--- src/rtl/gf2m_mul_seq.sv ---
// Command sequencer for one GF(2^m) shift-and-add multiplier: load, multiply burst, two-half readout.
// Optional completion checking is enabled by defining GF2M_MUL_SEQ_CHECK_EN.
module gf2m_mul_seq #(
  parameter int WIDTH    = 256,
  parameter int MUL_STEP = 8
) (
  input  logic             clk,
  input  logic             reset_n,
  input  logic             cmd_valid,
  output logic             cmd_ready,
  input  logic             cmd_mod,
  input  logic [WIDTH-1:0] cmd_a,
  input  logic [WIDTH-1:0] cmd_b,
  output logic             rsp_valid,
  input  logic             rsp_ready,
  output logic [WIDTH-1:0] rsp_lo,
  output logic [WIDTH-1:0] rsp_hi,
  output logic             rsp_err,
  output logic             busy,
  output logic             mul_mod_mul,
  output logic             mul_plain_mul,
  output logic             mul_stos,
  output logic             mul_stox,
  output logic             mul_clear,
  output logic             mul_dbus_sel,
  output logic [WIDTH-1:0] mul_sbus,
  input  logic [WIDTH-1:0] mul_dbus,
  input  logic             mul_done
);

  localparam int N  = WIDTH / MUL_STEP;
  localparam int CW = (N > 1) ? $clog2(N) : 1;
  localparam logic [CW-1:0] LAST = CW'(N - 1);

  generate
    if (MUL_STEP < 1 || (WIDTH % MUL_STEP) != 0) begin : g_bad_step
      $error("gf2m_mul_seq: MUL_STEP must divide WIDTH");
    end
  endgenerate

  typedef enum logic [2:0] {
    S_IDLE, S_LOAD_X, S_LOAD_S, S_MUL, S_WAIT, S_RD_LO, S_RD_HI, S_RESP
  } state_t;

  state_t          state, nxt;
  logic [CW-1:0]   cnt;
  logic [WIDTH-1:0] a_q, b_q;
  logic            mode_q;

  always_ff @(posedge clk or negedge reset_n) begin
    if (!reset_n) begin
      state  <= S_IDLE;
      cnt    <= '0;
      a_q    <= '0;
      b_q    <= '0;
      mode_q <= 1'b0;
      rsp_lo <= '0;
      rsp_hi <= '0;
    end else begin
      state <= nxt;
      if (state == S_IDLE && cmd_valid) begin
        a_q    <= cmd_a;
        b_q    <= cmd_b;
        mode_q <= cmd_mod;
      end
      if (state == S_MUL) cnt <= (cnt == LAST) ? '0 : cnt + CW'(1);
      if (state == S_RD_LO) rsp_lo <= mul_dbus;
      if (state == S_RD_HI) rsp_hi <= mul_dbus;
    end
  end

  // Strobes decode from state alone, so they drop the moment reset_n falls.
  always_comb begin
    nxt           = state;
    cmd_ready     = 1'b0;
    busy          = 1'b1;
    rsp_valid     = 1'b0;
    mul_stox      = 1'b0;
    mul_stos      = 1'b0;
    mul_clear     = 1'b0;
    mul_mod_mul   = 1'b0;
    mul_plain_mul = 1'b0;
    mul_dbus_sel  = 1'b0;
    mul_sbus      = '0;
    case (state)
      S_IDLE: begin
        cmd_ready = 1'b1;
        busy      = 1'b0;
        if (cmd_valid) nxt = S_LOAD_X;
      end
      S_LOAD_X: begin
        mul_stox = 1'b1;
        mul_sbus = a_q;
        nxt      = S_LOAD_S;
      end
      S_LOAD_S: begin
        mul_stos  = 1'b1;
        mul_clear = 1'b1;
        mul_sbus  = b_q;
        nxt       = S_MUL;
      end
      S_MUL: begin
        mul_mod_mul   = mode_q;
        mul_plain_mul = ~mode_q;
        if (cnt == LAST) nxt = S_WAIT;
      end
      S_WAIT:  nxt = S_RD_LO;
      S_RD_LO: nxt = S_RD_HI;
      S_RD_HI: begin
        mul_dbus_sel = 1'b1;
        nxt          = S_RESP;
      end
      S_RESP: begin
        rsp_valid = 1'b1;
        if (rsp_ready) nxt = S_IDLE;
      end
      default: nxt = S_IDLE;
    endcase
  end

`ifdef GF2M_MUL_SEQ_CHECK_EN
  logic err_q;

  always_ff @(posedge clk or negedge reset_n) begin
    if (!reset_n) begin
      err_q <= 1'b0;
    end else if (state == S_IDLE && cmd_valid) begin
      err_q <= 1'b0;
    end else if ((state == S_LOAD_X || state == S_LOAD_S || state == S_WAIT) && !mul_done) begin
      err_q <= 1'b1;
    end
  end

  assign rsp_err = err_q & (state == S_RESP);
`else
  logic unused_done;
  assign unused_done = mul_done;
  assign rsp_err     = 1'b0;
`endif

endmodule

--- config.mk ---
export PLATFORM = sky130hd
export DESIGN_NAME = gf2m_mul_seq
export DESIGN_NICKNAME = d
export VERILOG_FILES = /design/src/rtl/gf2m_mul_seq.sv
export SDC_FILE = /design/constraint.sdc
export NUM_CORES = 1
export LEC_CHECK = 0
export BUFFER_PORTS_ARGS = -buffer_cell sky130_fd_sc_hd__buf_2
export CORE_AREA = 2 2 605 607
export DETAILED_ROUTE_END_ITERATION = 7
export DIE_AREA = 0 0 607 609
export SLEW_MARGIN = 20
export SYNTH_ARGS = -nofsm -noshare
export SYNTH_HDL_FRONTEND = slang
export SYNTH_SLANG_ARGS = --single-unit
--- constraint.sdc ---
create_clock -name clk -period 2.25 [get_ports clk]
set_input_delay 0.45 -clock clk [delete_from_list [all_inputs] [get_ports clk]]
set_output_delay 0.45 -clock clk [all_outputs]
set_load 0.02 [all_outputs]
==> results.cfg, run 1 <==
[run_status]
status = complete, but fails checks
failed_checks = setup timing

[worst_setup_path]
crit_type = reg -> out
cpPeakStageDelay_ps = 450
critPathCaptureType = output pin
arrival_ps = 2660
reg2reg_to = a_q[183]
ff2ff_setup_slack_ps = -210
worstPathCellList = nor3b_4 > buf_6 > buf_12 > buf_16 > a22o_2 > buf_2
r2r-start = state[2]
worstPathMaxFanout = 14
slowest_stage = dfrtp_2
startpoint = state[2]
cp-start-kind = register
required_ps = 1800
rr_worst_depth = 8

[placement]
place_congestion = 1.183
io_buffers = 1549
dp.final_hpwl_um = 226600

[yosys]
synth_top_area_cell = dfrtp_1
synth_common_cells = dfrtp_1, nand2_1, mux2_1, mux2_2, a22o_1
netlist.area_leader.share_pct = 62.69
synth_area_leaders = dfrtp_1, mux2_1, mux2_2
yosysUniqueCellTypes = 34
synth-seq-area-share_pct = 62.69
yosysWarningCount = 0
yosysMostFrequentCell = dfrtp_1
syn-cell-area_um2 = 41240
syn_inst = 3071
dominantRegCellSynth = dfrtp_1
synth_edf_count = 0
ys_ff_latch = 1033
synth_area_per_cell_um2 = 13.43
async_flop_share_pct = 100.0
syn-num-nets = 3847

[route]
post_drt_wl_per_cell_um = 26.58
drcViolationCount = 0
first_pass_iters = 5
vias_per_cell = 3.513
ant_nets = 0
routed_wl_um = 281000
via_count = 37140
drtIter0Drc = 2720

[die]
rows = 222
io_pins = 1552
die_area_um2 = 369700
die_h_um = 609
die_x_um = 607
start_util_pct = 11.33
core_um2 = 363900

[sta]
fin_setup_tns_ps = -243160
worst_slew_pin_slew_ps = 713.2
clock.fmax_mhz = 321.9
finalClockSkew_ps = 128.6
post-route-period-util_pct = 138.1
setup_viol = 714
layout_min_cycle_time_ps = 3106
fin_ws_ps = -856.3
slew_violations = 0
hold_viol = 0
rsz0062_at_grt = true
relSlewSlack_pct = 52.45

[pwr]
peakVddDrop_uv = 814.4
pwr-share-seq_pct = 37.3
p_per_area_nw_per_um2 = 1041
leakage_nw = 35.05
intPower_mw = 46.04
pwr-share-comb_pct = 35.0
switching_share_pct = 38.57
clkPwrFrac_pct = 27.7
switchingPower_mw = 28.91

[clock_tree]
clockRootBuffer = clkbuf_16
cts.sinks = 1033
htree_levels = 3
insertion_delay_ps = 880
clk_pin_slew_ps = 70
cts_max_path_buffers = 4
cts_tree = done
numCtsBuffers = 121

[finish]
fillers = 39300
final_nets = 6370
multi_input_area_um2 = 14950
register_area_um2 = 25850
layout-drive-gt1-share_pct = 43.87
final_util_pct = 19.78
areaGrowthSynthToFinish_pct = 74.55

[hold_path]
hp-start = cmd_valid
hold_end = a_q[7]
holdCritPathClass = in -> reg
min_delay_path_depth = 4

[global_route]
top_usage_layer = met2
grt.met3_usage_pct = 6.376
met1_usage_pct = 14.79
grtUsageMet2_pct = 24.23
grt_pass1_wl_um = 356200
antenna_found_initial = 118
grt_pass1_vias = 38100
grt_max_degree = 107
overflow = 0
gr-usage-all-layers_pct = 14.35

[job]
cap_violations = 0
==> logic make-up (layout without fill, tap and decap cells) <==
family          Yosys count  in the layout  synth area share (%)
compound gates          265            265                 5.577
fa+ha+maj                 2              2               0.06067
buf+inv                 205           2819                 3.253
flops                  1033           1033                 62.69
mux                     770            770                 21.03
other cells               1             73              0.009094
simple gates            795            795                 7.388
==> per-layer routing <==
layer | share of wire (%) | vias to the layer above
met5 | 0.10 | -
met4 | 6.6 | 42
met3 | 11 | 605
met2 | 48 | 1838
met1 | 34 | 18900
li1 | - | 15760
==> worst max-delay path by stage <==
stage	endpoint	slack (ps)
global placement	mul_sbus[71]	-80
detailed placement	mul_sbus[71]	-70
CTS	mul_sbus[179]	-940
finish	mul_sbus[103]	-860
floorplan	mul_sbus[120]	250
global route	mul_sbus[103]	-980
==> placed cells by master (no fill, tap or decap), types with 101 or more instances in the layout <==
master / Yosys / layout
buf_4: 6 / 184
mux2_2: 361 / 361
dlygate4sd3_1: 0 / 774
a22o_4: 0 / 101
mux2_1: 409 / 409
buf_12: 4 / 135
nand2_1: 773 / 773
dfrtp_1: 1033 / 1032
buf_2: 69 / 1337
a22o_1: 256 / 153
clkbuf_16: 0 / 135
buf_6: 41 / 130
==> layout make-up <==
class | count | area share [%]
clock buffers | 169 | 4.846
inverters | 3 | 0.03303
clock inverters | 45 | 0.8830
diodes | 72 | 0.2503
well taps | 4816 | 8.371
multi-input cells | 1833 | 20.76
repair buffers | 2602 | 28.94
flip-flops and latches | 1033 | 35.91
==> power by group through the flow <==
| stage | Clock (mW) | Combinational (mW) | Sequential [mW] |
|---|---|---|---|
| after CTS | 21.4 | 25.4 | 27.7 |
| after global routing | 22.0 | 27.6 | 28.7 |
| after floorplan | 0 | 6.02 | 32.0 |
| final | 20.7 | 26.2 | 28.0 |
| after global placement | 0 | 23.3 | 27.7 |
| after detailed placement | 0 | 23.4 | 27.9 |
==> critical path: cells and delay by family, from the launching register on <==
family | cells | cell delay (ps)
AOI/OAI and AO/OA | 1 | 290
buffers and inverters | 4 | 740
DFF | 1 | 450
and+or+nand+nor | 1 | 240
==> state kept, by name, indices dropped and copies added, names as in the netlist <==
| name | cells |
|---|---|
| a_q | 256 |
| b_q | 256 |
| rsp_hi | 256 |
| cnt | 5 |
| mode_q | 1 |
| rsp_lo | 256 |
| state | 3 |
==> per-stage QoR <==
stage               instances  area (um2)  total power [mW]  hold WS (ps)  setup slack [ps]
finish                  10570       71980             74.95         239.7            -856.3
global route            10540       71910             78.29         216.1            -979.9
CTS                     10450       69740             74.47         185.5            -937.9
detailed placement       9439       56870             51.36         380.3            -73.98
global placement         9439       56870             51.07         380.7            -79.00
floorplan                3071       41240             38.05         154.4             247.1
==> repair_timing <==
item,4_1_cts,5_1_grt
hold endpoints to repair,1518,0
gates cloned,5,18
pin swaps,10,68
endpoints found under the setup margin,712,779
hold buffers,774,0
setup buffers,16,38
resized for setup,178,310
No activity file was read; power rests on OpenSTA's default activity.
==> run 2: changes to the inputs <==
ABC_AREA = 1   (was default)
CORE_AREA = 2 2 598 600   (was 2 2 605 607)
DIE_AREA = 0 0 600 602   (was 0 0 607 609)
==> results.cfg, run 2 <==
[finish]
final_common_cell = nand2_1
fillers = 38850
final_util_pct = 20.50
layout_common_cells = nand2_1, buf_2, dfrtp_1
layout-drive-gt1-share_pct = 29.71
areaGrowthSynthToFinish_pct = 70.23
final_nets = 8182

[worst_setup_path]
worstPathCellList = inv_2 > nor2_4 > nand2_8 > clkinv_8 > buf_16 > buf_4 > nand2_1 > nand2_1 > buf_2
required_ps = 1800
crit_buf_inv = 5
critical_path.top_delay_family = buffers and inverters
slowest_stage = dfrtp_1
cp.depth = 9
cpMostUsedCell = nand2_1
worstPathMaxFanout = 9
arrival_ps = 2550
cp-start-kind = register
crit_type = reg -> out
endpoint = mul_sbus[117]
r2r-start = state[1]
rr_worst_depth = 9
reg2reg_to = b_q[52]
startpoint = state[0]
critPathCaptureType = output pin
cpPeakStageDelay_ps = 430
ff2ff_setup_slack_ps = 30

[yosys]
syn_inst = 5023
yosysUniqueCellTypes = 18
synth_area_per_cell_um2 = 8.507
netlist.area_leader.share_pct = 60.50
synth-xor-area-share_pct = 0
dominantRegCellSynth = dfrtp_1
yosysMostFrequentCell = nand2_1
async_flop_share_pct = 100.0
syn-cell-area_um2 = 42730
synth_compound_area_share_pct = 6.079
syn-num-nets = 5799
synth_common_cells = nand2_1, dfrtp_1, nand3_1, o21ai_0, inv_1
synth_top_family_by_area = simple AND/OR/NAND/NOR gates
synthSimpleGateAreaFrac_pct = 26.64
synth_top_area_cell = dfrtp_1
synth-seq-area-share_pct = 60.50
synth_area_leaders = dfrtp_1, nand2_1, nand3_1
synth_fa_ha_area_share_pct = 0.05856
yosysWarningCount = 0
synth_edf_count = 0
ys_ff_latch = 1033
synthMuxAreaShare_pct = 0

[route]
routed_wl_um = 283700
ant_nets = 0
via_count = 46290
drcViolationCount = 0
drtIter0Drc = 4635
first_pass_iters = 6
vias_per_cell = 3.755
post_drt_wl_per_cell_um = 23.01

[die]
io_pins = 1552
core_um2 = 354800
start_util_pct = 12.04
rows = 219
die_area_um2 = 361200
die_h_um = 602
die_x_um = 600

[pwr]
switching_share_pct = 45.59
pwr-share-comb_pct = 48.1
pwr-share-seq_pct = 32.3
intPower_mw = 56.36
p_per_area_nw_per_um2 = 1424
leakage_nw = 37.41
switchingPower_mw = 47.22
clkPwrFrac_pct = 19.6
peakVddDrop_uv = 1313

[placement]
dp.final_hpwl_um = 220900
io_buffers = 1549
place_congestion = 1.014

[sta]
worst_slew_pin_slew_ps = 602.1
setup_viol = 265
fin_ws_ps = -755.0
rsz0062_at_grt = true
slew_violations = 0
finalClockSkew_ps = 72.41
relSlewSlack_pct = 59.86
layout_min_cycle_time_ps = 3005
clock.fmax_mhz = 332.8
post-route-period-util_pct = 133.6
hold_viol = 0
fin_setup_tns_ps = -167480

[clock_tree]
htree_levels = 3
clk_pin_slew_ps = 60
cts_tree = done
numCtsBuffers = 123
insertion_delay_ps = 840
clockRootBuffer = clkbuf_16
cts.sinks = 1033
cts_max_path_buffers = 4

[run_status]
status = complete, but fails checks
failed_checks = setup timing

[hold_path]
holdCritPathClass = in -> reg
min_delay_path_depth = 3

[global_route]
overflow = 0
grt_pass1_vias = 44520
grt_max_degree = 108
grt_pass1_wl_um = 368800
gr-usage-all-layers_pct = 14.72
antenna_found_initial = 137

[job]
cap_violations = 0
## run 2: cell count changes in the layout (fill, tap and decap cells not counted), sizes merged, moves of 11 or more
cell,change
nand2,+1553
mux2,-770
nand3,+512
o21ai,+511
inv,+267
a22o,-256
clkinv,+11
## run 2: power by group through the flow
stage / Clock, mW / Combinational [mW] / Sequential (mW)
after floorplan: 0 / 16.6 / 37.8
after global placement: 0 / 44.4 / 33.0
after detailed placement: 0 / 44.8 / 33.2
final: 20.3 / 49.9 / 33.5
after global routing: 21.4 / 53.8 / 34.4
after CTS: 20.7 / 47.7 / 33.1
## run 2: cells by family (layout without fill, tap and decap cells)
group / after synthesis / count (layout)
compound gates: 519 / 519
buf+inv: 611 / 3094
flops: 1033 / 1033
other cells: 1 / 73
fa+ha+maj: 2 / 2
simple gates: 2857 / 2857
## run 2: layer usage
| layer | track usage (%) | vias to the layer above | share of wire, % |
|---|---|---|---|
| met5 | 0 | - | 0.093 |
| met4 | 7.009 | 38 | 6.0 |
| met3 | 6.591 | 790 | 12 |
| met2 | 23.63 | 2547 | 45 |
| met1 | 16.55 | 22320 | 37 |
| li1 | - | 20600 | - |
## run 2: final cells by class
type	count	area (um2)	share of cell area [%]
sequential	1033	25850	35.54
timing repair inverter	1	16.27	0.02236
tap	4751	5944	8.172
clock buffer	175	3493	4.803
inverter	271	1064	1.462
antenna	72	180.2	0.2477
timing repair buffer	2597	20760	28.54
multi-input combinational	3379	14890	20.48
clock inverter	50	536.8	0.7380
## run 2: worst min-delay path by stage
stage	startpoint	end	slack, ps
detailed placement	b_q[161]	b_q[161]	460
CTS	mul_dbus[249]	rsp_hi[249]	2
global route	mul_dbus[243]	rsp_lo[243]	60
finish	mul_dbus[249]	rsp_lo[249]	110
global placement	a_q[229]	a_q[229]	450
floorplan	reset_n	a_q[0]	150
## run 2: repair_timing
item | CTS | global route
pin swaps | 9 | 60
gates cloned | 6 | 14
setup buffers | 13 | 15
hold buffers | 767 | 0
gates resized for setup | 200 | 322
endpoints found under the setup margin | 265 | 268
hold endpoints to repair | 1261 | 0
## run 2: metrics by stage
stage	worst slack (ps)	total power, mW	hold slack, ps	instance area, um2	cells
after floorplan	382.2	54.37	154.4	42730	5023
after global placement	-220.8	77.40	454.0	58420	11220
after detailed placement	-212.4	78.01	458.2	58420	11220
after CTS	-844.7	101.5	2.322	71040	12230
after global routing	-869.4	109.6	57.20	72680	12310
final	-755.0	103.6	106.9	72740	12330
## run 2: worst reg2reg max path: stages, from the launching register on
cell and delay, ps:
dfrtp_2 450, buf_4 150, nor2_1 120, nand2_1 200, inv_8 280, nand2_8 180, buf_12 190, buf_12 360
nand2_1 90, nand2_1 70
